[src/rtl/ct_ifu_spsram_1024x64_ctrl.sv]
// Access controller for the 1024x64 single-port IFU SRAM macro.
// Arbitrates refill writes against fetch reads and drives the macro's
// active-low CEN/GWEN/WEN controls. Clears every entry after reset and on
// invalidate-all. Read data is presented one cycle after the grant and then
// held until the next read returns.
module ct_ifu_spsram_1024x64_ctrl #(
   parameter int                    ADDR_WIDTH = 10,
   parameter int                    DATA_WIDTH = 64,
   parameter logic [DATA_WIDTH-1:0] INIT_VAL   = '0
) (
   input  logic                  forever_cpuclk,
   input  logic                  cpurst_b,
   input  logic                  inv_all_req,
   input  logic                  rd_req,
   input  logic [ADDR_WIDTH-1:0] rd_addr,
   output logic                  rd_grant,
   input  logic                  wr_req,
   input  logic [ADDR_WIDTH-1:0] wr_addr,
   input  logic [DATA_WIDTH-1:0] wr_data,
   input  logic [DATA_WIDTH-1:0] wr_bmask,
   output logic                  wr_grant,
   output logic                  rd_vld,
   output logic [DATA_WIDTH-1:0] rd_data,
   output logic                  init_busy,
   output logic [ADDR_WIDTH-1:0] sram_a,
   output logic                  sram_cen,
   output logic                  sram_gwen,
   output logic [DATA_WIDTH-1:0] sram_wen,
   output logic [DATA_WIDTH-1:0] sram_d,
   input  logic [DATA_WIDTH-1:0] sram_q
);

   localparam logic [1:0] RST_WAIT = 2'd0;
   localparam logic [1:0] INIT     = 2'd1;
   localparam logic [1:0] READY    = 2'd2;

   localparam logic [ADDR_WIDTH-1:0] CNT_ONE = {{(ADDR_WIDTH-1){1'b0}}, 1'b1};

   logic [1:0]            state, state_nxt;
   logic [ADDR_WIDTH-1:0] cnt, cnt_nxt;
   logic                  rd_pend;
   logic [DATA_WIDTH-1:0] hold;

   // Next-state and sweep counter: counter only wraps when leaving INIT.
   always_comb begin
      state_nxt = state;
      cnt_nxt   = cnt;
      case (state)
         RST_WAIT: begin
            state_nxt = INIT;
            cnt_nxt   = '0;
         end
         INIT: begin
            if (inv_all_req) begin
               cnt_nxt = '0;
            end else if (&cnt) begin
               state_nxt = READY;
               cnt_nxt   = '0;
            end else begin
               cnt_nxt = cnt + CNT_ONE;
            end
         end
         READY: begin
            if (inv_all_req) begin
               state_nxt = INIT;
               cnt_nxt   = '0;
            end
         end
         default: begin
            state_nxt = RST_WAIT;
            cnt_nxt   = '0;
         end
      endcase
   end

   // Macro controls and grants; priority inv_all_req > write > read.
   always_comb begin
      rd_grant  = 1'b0;
      wr_grant  = 1'b0;
      sram_cen  = 1'b1;
      sram_gwen = 1'b1;
      sram_wen  = '1;
      sram_a    = '0;
      sram_d    = '0;
      if (state == INIT) begin
         sram_cen  = 1'b0;
         sram_gwen = 1'b0;
         sram_wen  = '0;
         sram_a    = cnt;
         sram_d    = INIT_VAL;
      end else if (state == READY && !inv_all_req) begin
         if (wr_req) begin
            wr_grant  = 1'b1;
            sram_cen  = 1'b0;
            sram_gwen = 1'b0;
            sram_wen  = ~wr_bmask;
            sram_a    = wr_addr;
            sram_d    = wr_data;
         end else if (rd_req) begin
            rd_grant  = 1'b1;
            sram_cen  = 1'b0;
            sram_a    = rd_addr;
         end
      end
   end

   // State, counter, read-pending flag and read hold register.
   always_ff @(posedge forever_cpuclk or negedge cpurst_b) begin
      if (!cpurst_b) begin
         state   <= RST_WAIT;
         cnt     <= '0;
         rd_pend <= 1'b0;
         hold    <= '0;
      end else begin
         state   <= state_nxt;
         cnt     <= cnt_nxt;
         rd_pend <= rd_grant;
         if (rd_pend) hold <= sram_q;
      end
   end

   assign init_busy = (state != READY);
   assign rd_vld    = rd_pend;
   assign rd_data   = rd_pend ? sram_q : hold;

endmodule

[config.mk]
export PLATFORM = sky130hd
export DESIGN_NAME = ct_ifu_spsram_1024x64_ctrl
export DESIGN_NICKNAME = d
export VERILOG_FILES = /design/src/rtl/ct_ifu_spsram_1024x64_ctrl.sv
export SDC_FILE = /design/constraint.sdc
export NUM_CORES = 1
export LEC_CHECK = 0
export BUFFER_PORTS_ARGS = -buffer_cell sky130_fd_sc_hd__clkbuf_2
export CAP_MARGIN = 30
export CORE_AREA = 2 2 167 169
export DETAILED_ROUTE_END_ITERATION = 12
export DIE_AREA = 0 0 169 171
export PLACE_DENSITY_LB_ADDON = 0.15
export SLEW_MARGIN = 20
export SYNTH_ARGS = -nofsm -noshare
export SYNTH_HDL_FRONTEND = slang
export SYNTH_SLANG_ARGS = --single-unit
[constraint.sdc]
create_clock -name forever_cpuclk -period 2.1 [get_ports forever_cpuclk]
set_input_delay 0.42 -clock forever_cpuclk [delete_from_list [all_inputs] [get_ports forever_cpuclk]]
set_output_delay 0.42 -clock forever_cpuclk [all_outputs]
set_load 0.005 [all_outputs]
==> impl_metrics.prom, run 1 <==
# TYPE chip_impl_metric gauge
chip_impl_metric{name="number_of_enable_flip_flop_cells_after_synthesis",unit=""} 0
chip_impl_metric{name="antennaDiodeCount",unit=""} 0
chip_impl_info{name="netlist.top_cell.by_area",value="dfrtp_1"} 1
chip_impl_info{name="final_common_cell",value="clkbuf_2"} 1
chip_impl_info{name="violations_in_the_final_reports",value="negative setup slack"} 1
chip_impl_metric{name="worst_slew_pin_slew",unit="ns"} 0.475
chip_impl_metric{name="fmaxAchievable",unit="GHz"} 0.464
chip_impl_metric{name="ir_worst_vdd",unit="uV"} 310
chip_impl_info{name="worst_path_max_delay_cell",value="dfrtp_1"} 1
chip_impl_metric{name="syn-cell-area",unit="sq um"} 4340
chip_impl_metric{name="nNetsFinal",unit=""} 1054
chip_impl_metric{name="syn_nets",unit=""} 625
chip_impl_metric{name="final_area",unit="sq um"} 7520
chip_impl_metric{name="synth_top_area_share",unit="%"} 44.4
chip_impl_metric{name="largest_incremental_delay_on_the_critical_path",unit="ns"} 0.38
chip_impl_metric{name="die_x",unit="um"} 169
chip_impl_info{name="timing.setup.critical_path_class",value="reg2out"} 1
chip_impl_metric{name="die_area",unit="sq um"} 28900
chip_impl_metric{name="worst-endpoint-arrival",unit="ns"} 1.74
chip_impl_metric{name="detail_route.vias_per_cell",unit=""} 3.94
chip_impl_info{name="cts_tree",value="done"} 1
chip_impl_metric{name="globalRouteTotalUtil",unit="%"} 11.8
chip_impl_metric{name="largest_net_degree_at_the_start_of_global_routing",unit=""} 68
chip_impl_metric{name="synth.yosys.warnings",unit=""} 0
chip_impl_metric{name="drive_above_1_share",unit="%"} 71.2
chip_impl_metric{name="power.static_leakage",unit="nW"} 4.47
chip_impl_info{name="critical_path.startpoint_type",value="register"} 1
chip_impl_metric{name="whs",unit="ns"} 0.0363
chip_impl_metric{name="routed_wirelength",unit="mm"} 18.7
chip_impl_metric{name="num-fill-cells",unit=""} 3004
chip_impl_metric{name="grt_pass1_vias",unit=""} 4438
chip_impl_metric{name="final.setup.worst_slack",unit="ns"} -0.0556
chip_impl_metric{name="pre_antenna_drt_iters",unit=""} 4
chip_impl_metric{name="detail-route-antenna-nets",unit=""} 0
chip_impl_metric{name="cts_num_sinks",unit=""} 77
chip_impl_metric{name="placeableCoreArea",unit="sq um"} 27300
chip_impl_metric{name="drt_iter0_markers",unit=""} 198
chip_impl_info{name="yosys-top-cells-area",value="dfrtp_1 44%, mux2_2 17%, and3_1 9.4%"} 1
chip_impl_metric{name="grt_first_pass_wirelength",unit="mm"} 26.1
chip_impl_metric{name="pwr-share-comb",unit="%"} 8.5
chip_impl_metric{name="cellInternalPower",unit="W"} 0.00272
chip_impl_metric{name="worst_skew_pair.late_latency",unit="ns"} 0.34
chip_impl_metric{name="report.final.slew_viol_count",unit=""} 0
chip_impl_metric{name="ff2ff_setup_slack",unit="ns"} 0.40
chip_impl_info{name="layout_common_cells",value="414 x clkbuf_2, 76 x dfrtp_1, 64 x and3_1, 64 x mux2_2, 41 x a21oi_2"} 1
chip_impl_metric{name="seq_power_share",unit="%"} 43.1
chip_impl_metric{name="drc",unit=""} 0
chip_impl_metric{name="worst_slew_margin_rel",unit="%"} 68.3
chip_impl_metric{name="total_switching_power",unit="W"} 0.000752
chip_impl_info{name="critical-path-top-delay-family",value="simple AND/OR/NAND/NOR gates"} 1
chip_impl_metric{name="setup-violations-final",unit=""} 48
chip_impl_metric{name="path_clk_slew",unit="ns"} 0.07
chip_impl_metric{name="share_of_total_power_consumed_by_net_switching",unit="%"} 21.7
chip_impl_metric{name="finalWorstPathRequiredPeriod",unit="ns"} 2.16
chip_impl_metric{name="cp.required",unit="ns"} 1.68
chip_impl_metric{name="std_cell_rows",unit=""} 61
chip_impl_metric{name="height_of_the_chip",unit="um"} 171
chip_impl_metric{name="syn_inst",unit=""} 407
chip_impl_metric{name="cts-buffers-inserted",unit=""} 9
chip_impl_metric{name="hold_viol",unit=""} 0
chip_impl_info{name="result_of_the_run",value="finished, violations left"} 1
chip_impl_metric{name="synthArstFlopShare",unit="%"} 100
chip_impl_metric{name="ys_types",unit=""} 38
chip_impl_metric{name="dpl_cell_area",unit="sq um"} 6890
chip_impl_metric{name="timing.setup.tns",unit="ns"} -1.66
chip_impl_info{name="endpoint_type_of_the_worst_setup_path",value="output port"} 1
chip_impl_metric{name="route.vias.total",unit=""} 4671
chip_impl_metric{name="placement.setup.worst_slack",unit="ns"} 0.0727
chip_impl_info{name="path_cells",value="nor3b_4, and2_4, buf_12, buf_6, a22oi_1, nand2_1, buf_2"} 1
chip_impl_metric{name="crit_path_max_fanout",unit=""} 7
chip_impl_metric{name="timing.final.crit_share",unit="%"} 103
chip_impl_metric{name="ys_ff_latch",unit=""} 77
chip_impl_metric{name="report.power.total",unit="W"} 0.00347
chip_impl_info{name="timing.hold.worst.class",value="in2async"} 1
chip_impl_metric{name="grt_antenna_before_repair",unit=""} 0
chip_impl_metric{name="initial_core_util",unit="%"} 15.9
chip_impl_info{name="rsz_0062_raised_after_global_routing",value="yes"} 1
chip_impl_metric{name="cts-root-to-sink-buffers",unit=""} 2
chip_impl_metric{name="ctsHtreeMaxLevel",unit=""} 3
chip_impl_metric{name="seq_area_frac_synth",unit="%"} 44.4
chip_impl_metric{name="layout-area-overhead-vs-synth",unit="%"} 73.2
chip_impl_metric{name="synth.avg_cell_area",unit="sq um"} 10.7
chip_impl_metric{name="cellPowerDensity",unit="nW/um^2"} 461
chip_impl_metric{name="globalRouteOverflowTotal",unit=""} 0
chip_impl_metric{name="max-cap-violations",unit=""} 0
chip_impl_metric{name="fin_skew",unit="ns"} 0.0143
chip_impl_metric{name="dp_hpwl",unit="mm"} 14.6
chip_impl_metric{name="routabilityCongestion",unit=""} 0.791
chip_impl_metric{name="worst-path-buf-inv",unit=""} 3
chip_impl_info{name="flip_flop_cell_with_the_highest_count_after_synthesis",value="dfrtp_1"} 1
chip_impl_metric{name="ios",unit=""} 425
chip_impl_metric{name="portBuffers",unit=""} 424
chip_impl_info{name="cts.root.buffer_cell",value="clkbuf_16"} 1
chip_impl_metric{name="wire_per_inst",unit="um"} 15.8
chip_impl_metric{name="power.clock.fraction",unit="%"} 48.4
==> routing by layer <==
| layer | share of wire [%] | GRT usage [%] | wire, um |
|---|---|---|---|
| met1 | 41 | 14.3 | 7740 |
| met3 | 4.9 | 2.27 | 918 |
| met5 | 0 | 0 | 0 |
| met4 | 1.4 | 3.38 | 267 |
| met2 | 52 | 21.1 | 9760 |
==> layout make-up <==
type	instances	area (sq um)	area share, %
timing repair buffer	460	2650	35.3
clock inverter	4	72.6	0.965
multi-input combinational	286	2180	29.0
sequential	77	1930	25.6
tap	346	433	5.76
clock buffer	11	243	3.23
inverter	2	7.51	0.0999
==> power by group through the flow <==
stage	registers, W	clock network [W]	logic [W]
3_5_place_dp	0.00152	0	0.000296
6_report	0.00150	0.00168	0.000293
3_3_place_gp	0.00152	0	0.000295
4_1_cts	0.00149	0.00178	0.000299
5_1_grt	0.00149	0.00183	0.000328
2_1_floorplan	0.00152	0	0.0000324
==> worst paths after layout <==
path                               end  depth (start not counted)       from
setup reg to reg                cnt[9]                          5     cnt[0]
hold / removal                 hold[5]                          1   cpurst_b
min in group forever_cpuclk    hold[5]                          2  sram_q[5]
hold reg to reg               hold[14]                          1   hold[14]
max in group asynchronous     hold[37]                          2   cpurst_b
setup / recovery             sram_a[7]                          7   state[1]
==> cell usage after synthesis, types with 2 or more instances <==
library cell and number:
nand3_1 6, and3_1 65, buf_2 18, nand3b_1 2, mux2_2 64, clkbuf_2 3, nand2_1 32, a31oi_1 2
a22oi_1 10, a21oi_1 27, clkbuf_1 14, dfrtp_1 77, a21oi_2 40, o21ai_0 8, mux2i_1 2, nor2_1 7
o211ai_2 2, nor3_1 3, inv_1 2, or3_1 2, buf_12 4
==> per-stage QoR <==
| stage | utilization (%) | cells |
|---|---|---|
| after floorplan | - | 407 |
| after global placement | 25.2 | 1159 |
| after detailed placement | 25.2 | 1159 |
| after CTS | 27.2 | 1183 |
| after global routing | 27.5 | 1186 |
| final | 27.5 | 1186 |
==> worst reg2reg max path, cell delays in order, from the launching register on <==
cell and delay [ns]:
dfrtp_1 0.42, ha_1 0.28, nand3_1 0.16, nor3_2 0.07, or3_1 0.46, o21ai_0 0.22
==> flip-flops by register name, summed over array words and instances, names as in the netlist <==
name and flops:
hold 64, cnt 10, state 2, rd_vld 1
==> what timing repair did <==
| item | CTS | global route |
|---|---|---|
| buffers inserted | 8 | 3 |
| hold buffers | 0 | 0 |
| pin swaps | 28 | 8 |
| gates cloned | 2 | 3 |
| setup endpoints to repair | 67 | 141 |
| resized for setup | 24 | 19 |
==> cell families (layout without fill, tap and decap cells) <==
kind of cell,after synthesis,count (layout),share of synthesized area (%)
AOI/OAI and AO/OA,92,92,15.3
and+or+nand+nor,127,127,16.6
adders and majority gates,1,1,0.288
buffers and inverters,44,477,6.43
DFF,77,77,44.4
muxes,66,66,17.1
Power figures use the tool's default switching activity.
==> inputs of run 2 (changes only) <==
Settings changed: GPL_ROUTABILITY_DRIVEN from default to 0, SETUP_SLACK_MARGIN from default to 0.1.
==> impl_metrics.prom, run 2 (synthesis gave the netlist of run 1 again) <==
# TYPE chip_impl_metric gauge
chip_impl_metric{name="dp_hpwl",unit="mm"} 14.6
chip_impl_info{name="violations_in_the_final_reports",value="negative setup slack"} 1
chip_impl_metric{name="drt_iter0_markers",unit=""} 248
chip_impl_info{name="timing.setup.critical_path_class",value="reg2out"} 1
chip_impl_metric{name="critical_path_cell_count",unit=""} 7
chip_impl_metric{name="cellPowerDensity",unit="nW/um^2"} 439
chip_impl_metric{name="cts-root-to-sink-buffers",unit=""} 2
chip_impl_info{name="path_cells",value="nor3b_4, and2_4, buf_12, buf_4, buf_12, a21oi_2, clkbuf_2"} 1
chip_impl_metric{name="globalRouteOverflowTotal",unit=""} 0
chip_impl_metric{name="share_of_total_power_consumed_by_net_switching",unit="%"} 21.9
chip_impl_metric{name="worst_slew_pin_slew",unit="ns"} 0.465
chip_impl_metric{name="cts-buffers-inserted",unit=""} 9
chip_impl_metric{name="report.final.slew_viol_count",unit=""} 0
chip_impl_metric{name="max_reg_flops",unit=""} 64
chip_impl_info{name="critical_path.startpoint_type",value="register"} 1
chip_impl_metric{name="power.static_leakage",unit="nW"} 4.62
chip_impl_metric{name="cts_num_sinks",unit=""} 77
chip_impl_metric{name="nNetsFinal",unit=""} 1069
chip_impl_metric{name="seq_power_share",unit="%"} 43.0
chip_impl_metric{name="routed_wirelength",unit="mm"} 19.7
chip_impl_metric{name="largest_net_degree_at_the_start_of_global_routing",unit=""} 68
chip_impl_info{name="critical-path-top-delay-family",value="buffers and inverters"} 1
chip_impl_metric{name="cellInternalPower",unit="W"} 0.00272
chip_impl_info{name="cp-startpoint",value="state[0]"} 1
chip_impl_metric{name="power.clock.fraction",unit="%"} 48.5
chip_impl_info{name="cts.root.buffer_cell",value="clkbuf_16"} 1
chip_impl_metric{name="setup-violations-final",unit=""} 49
chip_impl_metric{name="utilization",unit="%"} 29.0
chip_impl_metric{name="ios",unit=""} 425
chip_impl_metric{name="total_switching_power",unit="W"} 0.000760
chip_impl_info{name="rsz_0062_raised_after_global_routing",value="yes"} 1
chip_impl_metric{name="finalWorstPathRequiredPeriod",unit="ns"} 2.16
chip_impl_metric{name="die_area",unit="sq um"} 28900
chip_impl_metric{name="final_cell_count_no_fill",unit=""} 1201
chip_impl_metric{name="route.vias.total",unit=""} 4760
chip_impl_metric{name="final.setup.worst_slack",unit="ns"} -0.0567
chip_impl_metric{name="detail-route-antenna-nets",unit=""} 0
chip_impl_info{name="final_common_cell",value="clkbuf_2"} 1
chip_impl_metric{name="grt_first_pass_wirelength",unit="mm"} 27.6
chip_impl_metric{name="worst_slew_margin_rel",unit="%"} 69.0
chip_impl_metric{name="ir_worst_vdd",unit="uV"} 312
chip_impl_metric{name="pwr-share-comb",unit="%"} 8.5
chip_impl_metric{name="pre_antenna_drt_iters",unit=""} 4
chip_impl_metric{name="ctsHtreeMaxLevel",unit=""} 3
chip_impl_metric{name="final_area",unit="sq um"} 7920
chip_impl_info{name="critical_path.reg2reg.startpoint",value="cnt[0]"} 1
chip_impl_metric{name="antennaDiodeCount",unit=""} 0
chip_impl_info{name="endpoint_type_of_the_worst_setup_path",value="output port"} 1
chip_impl_metric{name="place.detailed.instances",unit=""} 1159
chip_impl_metric{name="cts.hold.buffers_added",unit=""} 0
chip_impl_metric{name="detail_route.vias_per_cell",unit=""} 3.96
chip_impl_info{name="path_common_cell",value="buf_12"} 1
chip_impl_metric{name="portBuffers",unit=""} 424
chip_impl_metric{name="path_clk_slew",unit="ns"} 0.07
chip_impl_metric{name="worst-endpoint-arrival",unit="ns"} 1.74
chip_impl_metric{name="height_of_the_chip",unit="um"} 171
chip_impl_info{name="registers_with_the_highest_flip_flop_counts",value="hold x64, cnt x10, state x2"} 1
chip_impl_metric{name="globalRouteTotalUtil",unit="%"} 12.6
chip_impl_metric{name="worst-path-buf-inv",unit=""} 4
chip_impl_metric{name="timing.reg2reg.worst_path_depth",unit=""} 5
chip_impl_metric{name="report.power.total",unit="W"} 0.00348
chip_impl_metric{name="wire_per_inst",unit="um"} 16.4
chip_impl_metric{name="drive_above_1_share",unit="%"} 71.7
chip_impl_metric{name="max-cap-violations",unit=""} 0
chip_impl_metric{name="crit_path_max_fanout",unit=""} 8
chip_impl_metric{name="drc",unit=""} 0
chip_impl_metric{name="worst_skew_pair.late_latency",unit="ns"} 0.34
chip_impl_metric{name="hold_viol",unit=""} 0
chip_impl_info{name="cts_tree",value="done"} 1
chip_impl_metric{name="num-fill-cells",unit=""} 2972
chip_impl_info{name="worst_path_max_delay_cell",value="dfrtp_1"} 1
chip_impl_metric{name="cp.required",unit="ns"} 1.68
chip_impl_metric{name="dpl_cell_area",unit="sq um"} 6890
chip_impl_metric{name="timing.setup.tns",unit="ns"} -1.97
chip_impl_metric{name="fin_skew",unit="ns"} 0.0138
chip_impl_metric{name="fmaxAchievable",unit="GHz"} 0.464
chip_impl_info{name="timing.hold.worst.class",value="in2async"} 1
chip_impl_metric{name="placeableCoreArea",unit="sq um"} 27300
chip_impl_info{name="result_of_the_run",value="finished, violations left"} 1
chip_impl_metric{name="initial_core_util",unit="%"} 15.9
chip_impl_info{name="layout_common_cells",value="409 x clkbuf_2, 76 x dfrtp_1, 64 x and3_1"} 1
chip_impl_metric{name="timing.final.crit_share",unit="%"} 103
chip_impl_info{name="top_reg_by_flops",value="hold"} 1
chip_impl_metric{name="grt_antenna_before_repair",unit=""} 0
chip_impl_metric{name="std_cell_rows",unit=""} 61
chip_impl_metric{name="grt_pass1_vias",unit=""} 4578
chip_impl_metric{name="layout-area-overhead-vs-synth",unit="%"} 82.4
chip_impl_metric{name="largest_incremental_delay_on_the_critical_path",unit="ns"} 0.40
chip_impl_metric{name="die_x",unit="um"} 169
-- run 2: per-layer routing --
| metal | global-route usage (%) | routed length (um) | up-vias |
|---|---|---|---|
| met1 | 15.8 | 8330 | 2207 |
| met5 | 0 | 0 | - |
| met2 | 22.5 | 10100 | 193 |
| met4 | 3.38 | 267 | 0 |
| met3 | 2.24 | 923 | 15 |
| li1 | - | - | 2345 |
-- run 2: layout make-up --
cell class / instances / area [sq um] / share of cell area (%)
Inverter: 2 / 7.51 / 0.0948
Timing Repair Buffer: 475 / 2940 / 37.1
Multi-Input combinational cell: 286 / 2290 / 29.0
Tap cell: 346 / 433 / 5.47
Sequential cell: 77 / 1930 / 24.4
Clock buffer: 11 / 243 / 3.07
Clock inverter: 4 / 72.6 / 0.917
-- run 2: stage by stage --
stage / setup WS [ns] / hold WS (ns)
after CTS: -0.131 / 0.0184
after detailed placement: 0.0727 / 0.409
after global routing: -0.176 / 0.0480
final: -0.0567 / 0.0304
after floorplan: 0.407 / 0.124
after global placement: 0.0986 / 0.410
-- run 2: timing repair --
item                       in CTS  in global routing
setup buffers                  22                  3
gates resized for setup        56                 42
pin swaps                      28                  9
cloned                          9                  2
setup endpoints to repair     200                200
-- run 2: path summary, 6_finish.rpt --
path,end,slack (ns)
setup reg to reg,cnt[9],0.40
hold / removal,hold[5],0.03
min in group forever_cpuclk,hold[5],0.32
setup / recovery,sram_wen[47],-0.06
max in group asynchronous,hold[37],1.43
hold reg to reg,hold[7],0.49
-- run 2: power by group through the flow --
stage	clock [W]	combinational [W]	sequential (W)
2_1_floorplan	0	0.0000324	0.00152
3_3_place_gp	0	0.000295	0.00152
3_5_place_dp	0	0.000296	0.00152
4_1_cts	0.00178	0.000301	0.00149
5_1_grt	0.00183	0.000331	0.00149
6_report	0.00169	0.000295	0.00150
==> inputs of run 3 (changes only) <==
Clock period 2.1 ns to 1.89 ns, I/O delays scaled along.
==> impl_metrics.prom, run 3 (synthesis gave the netlist of run 1 again) <==
# TYPE chip_impl_metric gauge
chip_impl_metric{name="crit_path_max_fanout",unit=""} 11
chip_impl_metric{name="ff2ff_setup_slack",unit="ns"} 0.34
chip_impl_metric{name="whs",unit="ns"} 0.282
chip_impl_metric{name="grt_first_pass_wirelength",unit="mm"} 27.0
chip_impl_metric{name="worst-endpoint-arrival",unit="ns"} 1.73
chip_impl_metric{name="detail_route.vias_per_cell",unit=""} 4.06
chip_impl_metric{name="cp.required",unit="ns"} 1.51
chip_impl_info{name="worst_path_max_delay_cell",value="dfrtp_1"} 1
chip_impl_metric{name="setup-violations-final",unit=""} 200
chip_impl_info{name="top_reg_by_flops",value="hold"} 1
chip_impl_metric{name="height_of_the_chip",unit="um"} 171
chip_impl_metric{name="report.final.slew_viol_count",unit=""} 0
chip_impl_metric{name="worst-path-buf-inv",unit=""} 3
chip_impl_metric{name="pre_antenna_drt_iters",unit=""} 4
chip_impl_metric{name="largest_incremental_delay_on_the_critical_path",unit="ns"} 0.40
chip_impl_metric{name="die_area",unit="sq um"} 28900
chip_impl_metric{name="max-cap-violations",unit=""} 0
chip_impl_metric{name="grt_pass1_vias",unit=""} 4647
chip_impl_info{name="registers_with_the_highest_flip_flop_counts",value="hold x64, cnt x10, state x2"} 1
chip_impl_metric{name="routed_wirelength",unit="mm"} 19.7
chip_impl_info{name="cts_tree",value="done"} 1
chip_impl_metric{name="fin_skew",unit="ns"} 0.0146
chip_impl_metric{name="cellPowerDensity",unit="nW/um^2"} 438
chip_impl_metric{name="final_cell_count_no_fill",unit=""} 1225
chip_impl_metric{name="std_cell_rows",unit=""} 61
chip_impl_metric{name="ios",unit=""} 425
chip_impl_info{name="final_common_cell",value="clkbuf_2"} 1
chip_impl_metric{name="initial_core_util",unit="%"} 15.9
chip_impl_metric{name="drive_above_1_share",unit="%"} 75.3
chip_impl_info{name="critical_path.startpoint_type",value="register"} 1
chip_impl_metric{name="cts-root-to-sink-buffers",unit=""} 2
chip_impl_metric{name="hold_path_depth",unit=""} 2
chip_impl_info{name="violations_in_the_final_reports",value="negative setup slack"} 1
chip_impl_metric{name="grt_antenna_before_repair",unit=""} 1
chip_impl_metric{name="drc",unit=""} 0
chip_impl_metric{name="die_x",unit="um"} 169
chip_impl_metric{name="max_reg_flops",unit=""} 64
chip_impl_info{name="min_to",value="hold[8]"} 1
chip_impl_info{name="rsz_0062_raised_after_global_routing",value="yes"} 1
chip_impl_metric{name="detail-route-antenna-nets",unit=""} 0
chip_impl_metric{name="worst_slew_margin_rel",unit="%"} 78.5
chip_impl_metric{name="worst_skew_pair.late_latency",unit="ns"} 0.34
chip_impl_info{name="timing.hold.worst.class",value="in2reg"} 1
chip_impl_info{name="layout_common_cells",value="364 x clkbuf_2, 76 x dfrtp_1, 46 x buf_6"} 1
chip_impl_metric{name="hold_viol",unit=""} 0
chip_impl_metric{name="worst_slew_pin_slew",unit="ns"} 0.322
chip_impl_metric{name="final.setup.worst_slack",unit="ns"} -0.217
chip_impl_metric{name="timing.reg2reg.worst_path_depth",unit=""} 7
chip_impl_metric{name="critical_path_cell_count",unit=""} 6
chip_impl_info{name="path_cells",value="nor3b_4, and2_4, buf_12, clkbuf_16, a21oi_2, clkbuf_2"} 1
chip_impl_metric{name="ir_worst_vdd",unit="uV"} 334
chip_impl_metric{name="cts-buffers-inserted",unit=""} 9
chip_impl_metric{name="globalRouteTotalUtil",unit="%"} 12.1
chip_impl_info{name="timing.setup.critical_path_class",value="reg2out"} 1
chip_impl_info{name="result_of_the_run",value="finished, violations left"} 1
chip_impl_metric{name="layout-area-overhead-vs-synth",unit="%"} 96.1
chip_impl_metric{name="finalWorstPathRequiredPeriod",unit="ns"} 2.11
chip_impl_metric{name="nNetsFinal",unit=""} 1093
chip_impl_metric{name="cts_num_sinks",unit=""} 77
chip_impl_info{name="cts.root.buffer_cell",value="clkbuf_16"} 1
chip_impl_info{name="endpoint_type_of_the_worst_setup_path",value="output port"} 1
chip_impl_metric{name="route.vias.total",unit=""} 4973
chip_impl_metric{name="globalRouteOverflowTotal",unit=""} 0
chip_impl_metric{name="placeableCoreArea",unit="sq um"} 27300
chip_impl_metric{name="drt_iter0_markers",unit=""} 127
chip_impl_metric{name="path_clk_slew",unit="ns"} 0.07
chip_impl_metric{name="power.static_leakage",unit="nW"} 4.80
chip_impl_metric{name="largest_net_degree_at_the_start_of_global_routing",unit=""} 48
chip_impl_metric{name="wire_per_inst",unit="um"} 16.1
chip_impl_metric{name="fmaxAchievable",unit="GHz"} 0.475
chip_impl_metric{name="dp_hpwl",unit="mm"} 15.1
chip_impl_metric{name="portBuffers",unit=""} 424
chip_impl_info{name="crit-reg2reg-capture",value="cnt[9]"} 1
chip_impl_metric{name="placement.setup.worst_slack",unit="ns"} 0.0118
chip_impl_info{name="critical_path.reg2reg.startpoint",value="state[0]"} 1
chip_impl_metric{name="timing.final.crit_share",unit="%"} 111
chip_impl_info{name="worstHoldStart",value="sram_q[8]"} 1
chip_impl_info{name="critical-path-top-delay-family",value="simple AND/OR/NAND/NOR gates"} 1
chip_impl_metric{name="ctsHtreeMaxLevel",unit=""} 3
chip_impl_metric{name="place.detailed.instances",unit=""} 1175
-- run 3: cell count changes in the layout (fill, tap and decap cells not counted), sizes merged --
| cell | delta |
|---|---|
| clkinvlp | +1 |
| diode | +1 |
| buf | +63 |
| dlygate4sd3 | +1 |
| bufbuf | +1 |
| bufinv | -1 |
| clkbuf | -42 |
-- run 3: per-layer routing --
layer	global-route usage, %	routed length (um)
met1	14.4	7790
met2	21.3	10400
met5	0	0
met3	3.12	1150
met4	3.90	402
-- run 3: stage by stage --
step                      area [sq um]  util, %  setup TNS, ns  total power [W]
final                             8520     31.2         -27.45          0.00373
after global routing              8520     31.2         -46.38          0.00392
after CTS                         7660     28.0         -35.42          0.00381
after detailed placement          7060     25.8              0          0.00202
after global placement            7060     25.8              0          0.00203
after floorplan                   4340        -              0          0.00173
-- run 3: area by class of cell --
type	count	area, sq um
antenna	1	2.50
clock buffer	10	239
clock inverter	4	50.0
fill	2923	18800
inverter	2	7.51
multi-input combinational	286	2440
sequential	77	1930
tap	346	433
timing repair buffer	499	3410
-- run 3: report_power, final --
group | leakage, nW | internal, W | switching, W
logic | 3.60 | 0.000188 | 0.000154
clock network | 0.136 | 0.00104 | 0.000688
registers | 1.07 | 0.00165 | 0.00000767
-- run 3: worst max path at each step --
stage	end	start
4_1_cts	sram_wen[40]	state[0]
5_1_grt	sram_wen[0]	state[0]
3_5_place_dp	sram_wen[31]	inv_all_req
2_1_floorplan	sram_wen[15]	state[0]
3_3_place_gp	sram_a[1]	inv_all_req
6_report	sram_wen[40]	state[0]
-- run 3: repair_timing --
item / in CTS / in global routing
pin swaps: 2 / 27
endpoints found under the setup margin: 203 / 207
gates resized for setup: 17 / 169
hold buffers: 1 / 0
hold endpoints to repair: 11 / 0
cloned: 5 / 8
setup buffers: 9 / 13
-- run 3: worst register-to-register path: cells and delay by family, from the launching register on --
family | cells | cell delay [ns]
multiplexers | 1 | 0.13
buffers and inverters | 3 | 0.50
AND/OR/NAND/NOR | 2 | 0.31
AO/OA/AOI/OAI | 1 | 0.09
flip-flops | 1 | 0.40
